===== config.mk =====
export PLATFORM = sky130hd
export DESIGN_NAME = program_loader_flat
export DESIGN_NICKNAME = d
export VERILOG_FILES = /design/src/rtl/program_loader_if.sv /design/src/rtl/program_loader.sv /design/src/flat_wrapper.sv
export SDC_FILE = /design/constraint.sdc
export NUM_CORES = 1
export LEC_CHECK = 0
export BUFFER_PORTS_ARGS = -buffer_cell sky130_fd_sc_hd__buf_2
export CORE_ASPECT_RATIO = 0.7
export CORE_MARGIN = 2
export CORE_UTILIZATION = 58
export CTS_BUF_LIST = sky130_fd_sc_hd__clkbuf_8
export DETAILED_ROUTE_END_ITERATION = 7
export GPL_ROUTABILITY_DRIVEN = 0
export MAX_ROUTING_LAYER = met4
export PLACE_DENSITY = 0.93
export SYNTH_ARGS = -nofsm -noshare
export SYNTH_HDL_FRONTEND = slang
export SYNTH_SLANG_ARGS = --single-unit

===== constraint.sdc =====
create_clock -name clk -period 2.9 [get_ports clk]
set_clock_uncertainty 0.1 [all_clocks]
set_input_delay 0.435 -clock clk [delete_from_list [all_inputs] [get_ports clk]]
set_output_delay 0.435 -clock clk [all_outputs]
set_load 0.005 [all_outputs]

===== src/rtl/program_loader_if.sv =====
// Board-side and program-RAM-side signals of the run-time program loader.
// master: the loader itself. slave: the board/RAM side.
interface program_loader_if #(
  parameter int P_SIZE = 5,
  parameter int I_SIZE = 17
);
  logic [9:0]        switchesIn;
  logic              keyIn;
  logic              loadReq;
  logic              memWrite;
  logic [P_SIZE-1:0] memAddr;
  logic [I_SIZE-1:0] memData;
  logic              cpuHold;
  logic              loadDone;
  logic [P_SIZE-1:0] displayAddr;
  logic [2:0]        displayState;

  modport master (
    input  switchesIn, keyIn, loadReq,
    output memWrite, memAddr, memData, cpuHold, loadDone, displayAddr, displayState
  );

  modport slave (
    output switchesIn, keyIn, loadReq,
    input  memWrite, memAddr, memData, cpuHold, loadDone, displayAddr, displayState
  );
endinterface


===== src/rtl/program_loader.sv =====
// Writes instructions into picoMIPS program RAM from two switch chunks per
// key press, holding the CPU for the duration of the load session.
//
// state | meaning
// IDLE  | CPU running, waiting for a load request
// LOW   | waiting for key press carrying instruction bits [8:0]
// HIGH  | waiting for key press carrying upper bits and end-of-program flag
// WRITE | one-cycle RAM write strobe
// DONE  | one-cycle session-complete pulse, then release the CPU
module program_loader #(
  parameter int N      = 8,
  parameter int O_SIZE = 6,
  parameter int R_SIZE = 3,
  parameter int P_SIZE = 5,
  parameter int I_SIZE = O_SIZE + R_SIZE + N
) (
  input logic               clk,
  input logic               reset,
  program_loader_if.master  bus
);

  typedef enum logic [2:0] {
    S_IDLE  = 3'd0,
    S_LOW   = 3'd1,
    S_HIGH  = 3'd2,
    S_WRITE = 3'd3,
    S_DONE  = 3'd4
  } state_t;

  state_t            state, state_next;
  logic [2:0]        key_sync, req_sync;
  logic              key_edge, req_edge;
  logic [8:0]        low_chunk;
  logic              eop;
  logic [P_SIZE-1:0] mem_addr;
  logic [I_SIZE-1:0] mem_data;
  logic              last_write;

  // Two synchroniser flops followed by one edge-detect flop per raw input.
  always_ff @(posedge clk) begin
    if (reset) begin
      key_sync <= '0;
      req_sync <= '0;
    end else begin
      key_sync <= {key_sync[1:0], bus.keyIn};
      req_sync <= {req_sync[1:0], bus.loadReq};
    end
  end

  assign key_edge   = key_sync[1] & ~key_sync[2];
  assign req_edge   = req_sync[1] & ~req_sync[2];
  assign last_write = eop | (&mem_addr);

  always_ff @(posedge clk) begin
    if (reset) state <= S_IDLE;
    else       state <= state_next;
  end

  always_comb begin
    state_next = state;
    case (state)
      S_IDLE:  if (req_edge) state_next = S_LOW;
      S_LOW: begin
        if (req_edge)      state_next = S_LOW;
        else if (key_edge) state_next = S_HIGH;
      end
      S_HIGH: begin
        if (req_edge)      state_next = S_LOW;
        else if (key_edge) state_next = S_WRITE;
      end
      S_WRITE: state_next = last_write ? S_DONE : S_LOW;
      S_DONE:  state_next = S_IDLE;
      default: state_next = S_IDLE;
    endcase
  end

  // A request edge outranks a key edge in the same cycle, aborting any partial entry.
  always_ff @(posedge clk) begin
    if (reset) begin
      mem_addr  <= '0;
      mem_data  <= '0;
      low_chunk <= '0;
      eop       <= 1'b0;
    end else begin
      case (state)
        S_IDLE: if (req_edge) mem_addr <= '0;
        S_LOW: begin
          if (req_edge)      mem_addr  <= '0;
          else if (key_edge) low_chunk <= bus.switchesIn[8:0];
        end
        S_HIGH: begin
          if (req_edge) begin
            mem_addr <= '0;
          end else if (key_edge) begin
            eop      <= bus.switchesIn[9];
            mem_data <= {bus.switchesIn[I_SIZE-10:0], low_chunk};
          end
        end
        S_WRITE: if (!last_write) mem_addr <= mem_addr + P_SIZE'(1);
        default: ;
      endcase
    end
  end

  always_comb begin
    bus.memWrite     = 1'b0;
    bus.loadDone     = 1'b0;
    bus.cpuHold      = 1'b0;
    bus.memAddr      = mem_addr;
    bus.memData      = mem_data;
    bus.displayAddr  = mem_addr;
    bus.displayState = state;
    if (state == S_WRITE) bus.memWrite = 1'b1;
    if (state == S_DONE)  bus.loadDone = 1'b1;
    if (state != S_IDLE)  bus.cpuHold  = 1'b1;
  end

endmodule


===== src/flat_wrapper.sv =====
// flat-port wrapper written by rule: the top's interface ports become plain ports
module program_loader_flat 
#(
  parameter int N      = 8,
  parameter int O_SIZE = 6,
  parameter int R_SIZE = 3,
  parameter int P_SIZE = 5,
  parameter int I_SIZE = O_SIZE + R_SIZE + N
)
  (clk, reset, bus_switchesIn, bus_keyIn, bus_loadReq, bus_memWrite, bus_memAddr, bus_memData, bus_cpuHold, bus_loadDone, bus_displayAddr, bus_displayState);
  program_loader_if #(.P_SIZE(P_SIZE), .I_SIZE(I_SIZE)) bus_i ();
  input logic clk;
  input logic reset;
  input wire logic [$bits(bus_i.switchesIn)-1:0] bus_switchesIn;
  input wire logic [$bits(bus_i.keyIn)-1:0] bus_keyIn;
  input wire logic [$bits(bus_i.loadReq)-1:0] bus_loadReq;
  output wire logic [$bits(bus_i.memWrite)-1:0] bus_memWrite;
  output wire logic [$bits(bus_i.memAddr)-1:0] bus_memAddr;
  output wire logic [$bits(bus_i.memData)-1:0] bus_memData;
  output wire logic [$bits(bus_i.cpuHold)-1:0] bus_cpuHold;
  output wire logic [$bits(bus_i.loadDone)-1:0] bus_loadDone;
  output wire logic [$bits(bus_i.displayAddr)-1:0] bus_displayAddr;
  output wire logic [$bits(bus_i.displayState)-1:0] bus_displayState;
  assign bus_i.switchesIn = bus_switchesIn;
  assign bus_i.keyIn = bus_keyIn;
  assign bus_i.loadReq = bus_loadReq;
  assign bus_memWrite = bus_i.memWrite;
  assign bus_memAddr = bus_i.memAddr;
  assign bus_memData = bus_i.memData;
  assign bus_cpuHold = bus_i.cpuHold;
  assign bus_loadDone = bus_i.loadDone;
  assign bus_displayAddr = bus_i.displayAddr;
  assign bus_displayState = bus_i.displayState;
  program_loader #(.N(N), .O_SIZE(O_SIZE), .R_SIZE(R_SIZE), .P_SIZE(P_SIZE), .I_SIZE(I_SIZE)) u_core (.clk(clk), .reset(reset), .bus(bus_i));
endmodule

==> impl_results.md <==
* Status: finished, final reports clean
* CTS Hold Bufs at 0
* Pwr Total at 1.028 mW
* Post-Synthesis Cell Area at 1851 um2
* CP startpoint: u_core.bus.displayState[2]
* Wirelength per Cell at 16.10 um
* CTS tree: built
* CP max FO at 22
* Post-Place Cells at 262
* Setup TNS at 0 ps
* HPWL after DPL at 2684 um
* Max-slew headroom at 0.5139
* N_diodes at 0
* Pre-CTS WS at roughly 950 ps
* H-tree level count at 2
* Post-CTS setup buffer count at 0
* Worst path bufs/invs at 2
* Crit. End Element: primary output
* Drt drc at 0
* FMAX at between 400 and 500 MHz
* Post-route antenna net violation count at 0
* Num CTS Buffers at 5
* Reg clk slew, reported paths at ~70 ps
* Worst Path Required at 2370 ps
* Layout Utilization at 0.6785
* Synth warnings at 0
* Via count at 1,693
* Worst-Margin Slew at 729.2 ps
* Leakage at between 0.8 and 0.9 nW
* Critical path, cell by cell: inv_1 -> nor3_1 -> buf_2
* Netlist cell types at 32
* R2r startpoint: u_core.bus.displayAddr[0]
* Final Slew Violations at 0
* I/O pins at 47
* Hold Crit Class: in2reg
* Row count at 17
* Port Buffer Count at 46
* P&R area growth vs syn at 13.86%
* Worst Hold Path Cells at 2
* Min-delay src: bus_loadReq
* Crit Path Class: reg2out
* RSZ-0062 raised after global routing: false
* TritonCTS Sinks at 41
* Via/cell ratio at 6.270
* Fin. Hold Viols at 0
* Synthesized Nets at 218
* Non-Filler Instances at 270
* Mean post-synth cell area at 9.161 um2
* Maximum clock path buffer count at 2
* Number of synthesized register bits at 41
* Hold Worst Slack at 249.0 ps
* Die height at around 51 um
* Vias in the first global route at 1,478
* Worst setup margin at between 700 and 800 ps
* Synthesized instance count at 202
* Filler cells at between 200 and 250
* Hold Path End: u_core.req_sync[0]
* Antenna violations before repair at 0
* Die width at approximately 72 um
* GRT Util Overall at 0.2611
* PostCTS Resize Cnt at 0
* Power Density at 487.8 nW/um2
* Placeable Area at 3105 um2
* Setup violations, final at 0
* Clock root cell: clkbuf_8
* Worst-skew pair later-pin latency at 300 ps
* Initial DRT Pass Iterations at 4
* Reg2reg end: u_core.bus.displayAddr[3]
* Largest net degree at the start of global routing at 43
* Routed Wire Length at roughly 4300 um
* Crit path time final at 2146 ps
* Sequential cell area fraction in the yosys report at 0.4435
* Startpoint Class: flop
* Initial Utilization at 0.5959
* Max incr delay on CP at 790 ps
* Cell family with most CP delay: flip-flops
* Total Die Area at 3666 um2
* DP Area at 2006 um2
* Initial DRC Count at 225
* Peak VDD IR at 0.3533 mV
* Critical path arrival at 1610 ps
* MaxCap Viol Count at 0
* Critical-path top delay cell: dfxtp_1
* Total grt overflow at 0
* Post-route cell area at 2107 um2
* # nets final at 247
* Layout cells sized above 1 at 0.2759
* Reg2reg path depth at 6
* Final period util at 0.7401
* Flop2flop setup slack at 930 ps
* Global-route wire length before repair at about 7100 um
layer usage:
layer	GRT usage	vias up	wire length, um
met5	-	-	0
met4	0.07233	0	75
met3	0.08284	10	354
met2	0.3534	83	1945
met1	0.3728	784	1970
li1	-	816	-
registers in the layout (all words and copies together), names as in the netlist:
name	flops
u_core.bus.displayAddr	5
u_core.bus.displayState	3
u_core.bus.memData	17
u_core.eop	1
u_core.key_sync	3
u_core.low_chunk	9
u_core.req_sync	3
cell type report:
| class | count | area [um2] | area share |
|---|---|---|---|
| well taps | 38 | 47.55 | 0.02257 |
| inverters | 6 | 22.52 | 0.01069 |
| flip-flops and latches | 41 | 820.8 | 0.3895 |
| clock buffers | 7 | 96.34 | 0.04572 |
| repair buffers | 52 | 275.3 | 0.1306 |
| multi-input cells | 125 | 839.6 | 0.3985 |
| clock inverters | 1 | 5.005 | 0.002375 |
worst reg2reg max path, cell delays in order (launching register included):
cell	delay, ps
dfxtp_1	350
ha_1	220
and3_1	190
ha_1	200
or2_1	250
or4_1	470
a21oi_1	140
synth_stat cells:
cell type | n | area, um2
clkbuf_1 | 11 | 41.29
dfxtp_1 | 41 | 820.8
inv_1 | 6 | 22.52
or4_1 | 2 | 15.01
buf_1 | 2 | 7.510
nor3_1 | 2 | 10.01
and4bb_2 | 1 | 12.51
nor4_1 | 1 | 6.260
o31ai_1 | 29 | 217.7
a211oi_1 | 2 | 15.01
nor2b_1 | 8 | 50.05
nor4bb_1 | 1 | 10.01
a21oi_1 | 31 | 155.2
and3_1 | 1 | 6.260
mux2i_1 | 1 | 10.01
or3_1 | 1 | 6.260
or2_1 | 1 | 6.260
buf_2 | 7 | 35.03
a31o_2 | 1 | 8.760
nand3_1 | 1 | 5.000
buf_6 | 3 | 33.78
nand2_1 | 2 | 7.510
nand2b_1 | 3 | 18.77
a2111oi_0 | 1 | 8.760
ha_1 | 2 | 25.02
nand4bb_1 | 2 | 22.52
nand4_1 | 27 | 168.9
buf_4 | 7 | 52.55
o211a_1 | 1 | 10.01
nand3b_4 | 1 | 20.02
o32ai_1 | 2 | 17.52
nor2_1 | 1 | 3.750
logic make-up (layout without fill, tap and decap cells):
logic type	count (synthesis)	after routing	synth area share
AOI/OAI and AO/OA	67	67	0.2339
and+or+nand+nor	55	55	0.1995
DFF	41	41	0.4435
buffers and inverters	36	66	0.1041
adders and majority gates	2	2	0.01352
muxes	1	1	0.005409
where the power goes:
| part | internal, mW | leakage [nW] | total [mW] | switching [mW] |
|---|---|---|---|---|
| clock network | 0.215 | 0.0542 | 0.410 | 0.195 |
| logic | 0.0167 | 0.477 | 0.0444 | 0.0276 |
| registers | 0.568 | 0.331 | 0.574 | 0.00593 |
layout by cell type (no fill, tap or decap), types with 2 or more instances in the layout:
cell type and instances:
or4_1 2, clkbuf_8 7, o31ai_1 29, nor2b_1 7, nand4_1 27, a211oi_1 2, nor3_1 2, buf_2 46
buf_4 6, ha_1 2, a21oi_1 31, nand2b_1 3, nand2_1 2, dfxtp_1 41, inv_1 6, o32ai_1 2
nand4bb_1 2
how the worst max path moves through the flow:
| stage | to | slack (ps) | depth (start not counted) |
|---|---|---|---|
| after floorplan | u_core.bus.displayAddr[3] | 1000 | 6 |
| after global placement | u_core.bus.displayAddr[3] | 980 | 6 |
| after detailed placement | u_core.bus.displayAddr[3] | 950 | 6 |
| after CTS | bus_loadDone | 770 | 3 |
| after global routing | bus_loadDone | 640 | 3 |
| final | bus_loadDone | 750 | 3 |
Power figures use the tool's default switching activity.
